[src/rtl/fwd_mux_pipe.sv]
// rtl/fwd_mux_pipe.sv - N-way operand forwarding mux with registered output stage
// Illegal selects hold dout, pulse sel_err and bump a saturating error counter.
module fwd_mux_pipe #(
  parameter int WIDTH  = 32,
  parameter int NUM_IN = 3,
  parameter int SEL_W  = 2,
  parameter int CNT_W  = 8
) (
  input  logic                    clk,
  input  logic                    rst_n,
  input  logic [NUM_IN*WIDTH-1:0] din,
  input  logic [SEL_W-1:0]        sel,
  input  logic                    in_valid,
  input  logic                    stall,
  input  logic                    flush,
  input  logic                    clr_err,
  output logic [WIDTH-1:0]        dout,
  output logic                    out_valid,
  output logic                    sel_err,
  output logic [CNT_W-1:0]        err_cnt
);

  // One extra bit so NUM_IN == 2**SEL_W is representable.
  localparam logic [SEL_W:0] NUM_IN_L = (SEL_W+1)'(NUM_IN);

  logic             legal;
  logic             accept;
  logic             bump;
  logic [WIDTH-1:0] sel_data;

  always_comb begin
    sel_data = '0;
    for (int k = 0; k < NUM_IN; k++) begin
      if (sel == SEL_W'(k)) sel_data = din[k*WIDTH +: WIDTH];
    end
  end

  assign legal  = ({1'b0, sel} < NUM_IN_L);
  assign accept = in_valid & ~stall & ~flush;
  assign bump   = accept & ~legal & (err_cnt != '1);

  always_ff @(posedge clk) begin
    if (!rst_n) begin
      dout      <= '0;
      out_valid <= 1'b0;
      sel_err   <= 1'b0;
      err_cnt   <= '0;
    end else begin
      if (flush) begin
        dout      <= '0;
        out_valid <= 1'b0;
        sel_err   <= 1'b0;
      end else if (!stall) begin
        if (in_valid && legal) begin
          dout      <= sel_data;
          out_valid <= 1'b1;
          sel_err   <= 1'b0;
        end else begin
          out_valid <= 1'b0;
          sel_err   <= in_valid;
        end
      end
      // Clear beats a same-cycle increment.
      if (clr_err) err_cnt <= '0;
      else if (bump) err_cnt <= err_cnt + CNT_W'(1);
    end
  end

endmodule

[config.mk]
export PLATFORM = sky130hd
export DESIGN_NAME = fwd_mux_pipe
export DESIGN_NICKNAME = d
export VERILOG_FILES = /design/src/rtl/fwd_mux_pipe.sv
export SDC_FILE = /design/constraint.sdc
export NUM_CORES = 1
export LEC_CHECK = 0
export ABC_AREA = 1
export BUFFER_PORTS_ARGS = -buffer_cell sky130_fd_sc_hd__buf_2
export CAP_MARGIN = 10
export CORE_AREA = 2 2 96 98
export DETAILED_ROUTE_END_ITERATION = 8
export DIE_AREA = 0 0 98 100
export SLEW_MARGIN = 20
export SYNTH_ARGS = -nofsm -noshare
export SYNTH_HDL_FRONTEND = slang
export SYNTH_SLANG_ARGS = --single-unit
export TNS_END_PERCENT = 100
[constraint.sdc]
create_clock -name clk -period 1.4 [get_ports clk]
set_clock_uncertainty 0.15 [all_clocks]
set_input_delay 0.07 -clock clk [delete_from_list [all_inputs] [get_ports clk]]
set_output_delay 0.07 -clock clk [all_outputs]
set_load 0.05 [all_outputs]
==> results.md <==
* Sw frac at around 30%
* Sequential power share at 42.9%
* Commonest non-fill, non-tap cell in the layout: buf_2
* Final hold slack at -0.000322 ns
* Crit end category: flop
* Layout cells sized above 1 at 36.9%
* CTS Sinks at 42
* Fin crit period at 1.35 ns
* Initial antenna violation count at 0
* CP Data Arrival Time at 1.38 ns
* Violated checks: negative hold slack
* Synthesis-stage register bit count at 42
* CTS buffer count at 5
* Routed vias/inst at 4.85
* GR Overflow Total at 0
* Netlist cell types at 27
* Die ar. at 9800 um^2
* Flop2flop setup slack at 0.05 ns
* Core Region at 8890 um^2
* Launch point of the worst reg-to-reg path: err_cnt[0]$_SDFFE_PP0P_
* Crit path launch type: flop
* Die width at about 100 um
* DR pass1 iterations at 4
* Critical-path top delay cell: dfxtp_4
* DP Area at roughly 3400 um^2
* Most frequent cells in the layout: buf_2, dlygate4sd3_1, nand3_1, nand2_1
* Clock root buffer: clkbuf_8
* HP Class: in -> reg
* Drc violations at 0
* Worst slew pin tran at 0.287 ns
* Worst Path Required at about 1.4 ns
* Hpwl dp at 5.92 mm
* Global-route wire length before repair at 15.1 mm
* Max-slew violations at 0
* Port bufs at 145
* Reg2Reg Depth at 8
* Status: finished with violations
* Comb pwr share at 29.2%
* Die Y at 100 um
* Number of global-route vias before repair at about 3300
* Clock Tree Buf Depth at 2
* WS Path Type: reg -> reg
* P_leak at 2.13 nW
* Final Setup Violations at 0
* H-tree levels at 2
* Clock share of power at 27.8%
* Highest clock rate at between 700 and 800 MHz
* Antenna diode count at 0
* Fill cells at 871
* Post-synthesis instance total at 352
* Clk_lat worst skew at 0.29 ns
* Crit path from: err_cnt[0]$_SDFFE_PP0P_
* Nets at 682
* Ports at 146
* GRT Overall Usage at 18.8%
* DR iter-0 viols at 143
* Routed Antenna Nets at 0
* Tot Pwr at 2.87 mW
* Crit share post-route at 96.2%
* WP buf/inv at 0
* CTS tree: yes
* Synth warn at 0
* TNS Setup at 0 ns
* Worst hold path startpoint: din[50]
* Routed vias at about 3300
* Layout area overhead at 70.5%
* CP Max Fanout at 6
* R2r endpoint: err_cnt[7]$_SDFFE_PP0P_
* Worst path depth at 8
* Pin count of the biggest net entering global routing at 47
* Final hold vios at 2
* Critical Path, Cell by Cell: ha_4 -> nand2_4 -> nor2_4 -> nand2_4 -> nand2_4 -> nor2_1 -> nor2_1 -> nor2_1
* Internal Power at 2.02 mW
* P_sw at 0.852 mW
* Num rows at 35
* Pwr Density at 655 nW/um^2
* Syn nets at 457
* Initial Util at just under 30%
* WL/cell at 13.8 um
* Post-route cell area at 4380 um^2
* Sequential-to-total area share from yosys stat at 32.7%
* Worst path max stage delay at 0.38 ns
* Top delay family on crit path: simple AND/OR/NAND/NOR gates
* GPL Wtd Cong at 0.772
* Worst VDD drop at 0.000385 V
* RSZ-0062 raised after global routing: true
* Worst slew margin at 80.8%
* Final WL at 9.50 mm
* Reg clk slew, reported paths at 0.08 ns
* Max-cap violations at 0
* Mapped cell area at 2570 um^2
* Crit path to: err_cnt[7]$_SDFFE_PP0P_
* Syn_area_per_cell at 7.30 um^2
-- power by group through the flow --
stage | Sequential (mW) | Clock, mW | Combinational (mW)
after floorplan | 1.36 | 0 | 0.303
after global placement | 1.26 | 0 | 0.638
after detailed placement | 1.26 | 0 | 0.644
after CTS | 1.23 | 0.836 | 0.824
after global routing | 1.24 | 0.865 | 0.906
final | 1.23 | 0.800 | 0.840
-- logic make-up (layout without fill, tap and decap cells) --
| logic type | Yosys count | count (layout) | share of synthesized area, % |
|---|---|---|---|
| buf+inv | 52 | 277 | 12.0 |
| compound gates | 80 | 80 | 22.8 |
| simple gates | 176 | 177 | 31.7 |
| fa+ha+maj | 1 | 1 | 0.487 |
| flops | 42 | 42 | 32.7 |
| xor+xnor | 1 | 1 | 0.341 |
-- cell usage after synthesis --
cell type	instances	area share, %
nand4_1	2	0.49
buf_1	1	0.15
buf_4	3	0.88
nand2_4	4	1.8
a211oi_2	23	11
nand3_1	64	12
buf_2	8	1.6
xor2_1	1	0.34
nor2_1	36	5.3
a211oi_1	1	0.29
nand3_2	1	0.39
nand2_1	64	9.3
buf_6	12	5.3
o21ai_1	3	0.58
dfxtp_1	42	33
a21oi_1	15	2.9
inv_2	3	0.44
ha_1	1	0.49
nor2_2	2	0.49
a31oi_1	8	1.9
inv_4	1	0.24
nor2_4	1	0.44
nor2_8	1	0.78
clkbuf_1	2	0.29
o21ai_0	30	5.8
inv_1	22	3.2
nand3b_1	1	0.29
-- worst register-to-register path: cells and delay by family, from the launching register on --
family | cells | cell delay (ns)
and+or+nand+nor | 7 | 0.55
adders and majority gates | 1 | 0.15
DFF | 1 | 0.38
-- routing by layer --
layer	share of wire, %	vias up	GRT usage (%)	wire, um
met5	0	-	0	0
met4	3.1	0	8.33	293
met3	7.8	30	5.36	737
met2	49	161	33.0	4660
met1	40	1507	21.4	3810
li1	-	1647	-	-
-- registers in the layout (all words and copies together), names as in the netlist --
name	cells
dout	32
out_valid	1
err_cnt	8
sel_err	1
-- repair_timing --
action | 4_1_cts | 5_1_grt
setup endpoints to repair | 0 | 5
hold buffers | 86 | 0
endpoints found under the hold margin | 36 | 0
buffers inserted | 0 | 1
gates resized for setup | 0 | 1
-- layout make-up --
| class | instances | area, um^2 | area share (%) |
|---|---|---|---|
| repair buffers | 243 | 1740 | 39.7 |
| multi-input cells | 259 | 1460 | 33.3 |
| flip-flops and latches | 42 | 856 | 19.5 |
| well taps | 111 | 139 | 3.17 |
| inverters | 26 | 100 | 2.28 |
| clock buffers | 7 | 86.3 | 1.97 |
| clock inverters | 1 | 5.00 | 0.114 |
-- per-stage QoR --
stage               util, %  worst slack (ns)  cells
floorplan                 -          -0.00316    352
global placement       38.4            0.0771    593
detailed placement     38.4            0.0662    593
CTS                    49.1            0.0468    687
global route           49.3           -0.0325    689
finish                 49.3            0.0534    689
-- how the worst min path moves through the flow --
stage | end | cells past startpoint
after floorplan | dout[0]$_SDFFE_PP0P_ | 2
after global placement | dout[28]$_SDFFE_PP0P_ | 3
after detailed placement | dout[26]$_SDFFE_PP0P_ | 3
after CTS | dout[18]$_SDFFE_PP0P_ | 5
after global routing | dout[1]$_SDFFE_PP0P_ | 5
final | dout[18]$_SDFFE_PP0P_ | 5
No activity file was read; power rests on OpenSTA's default activity.
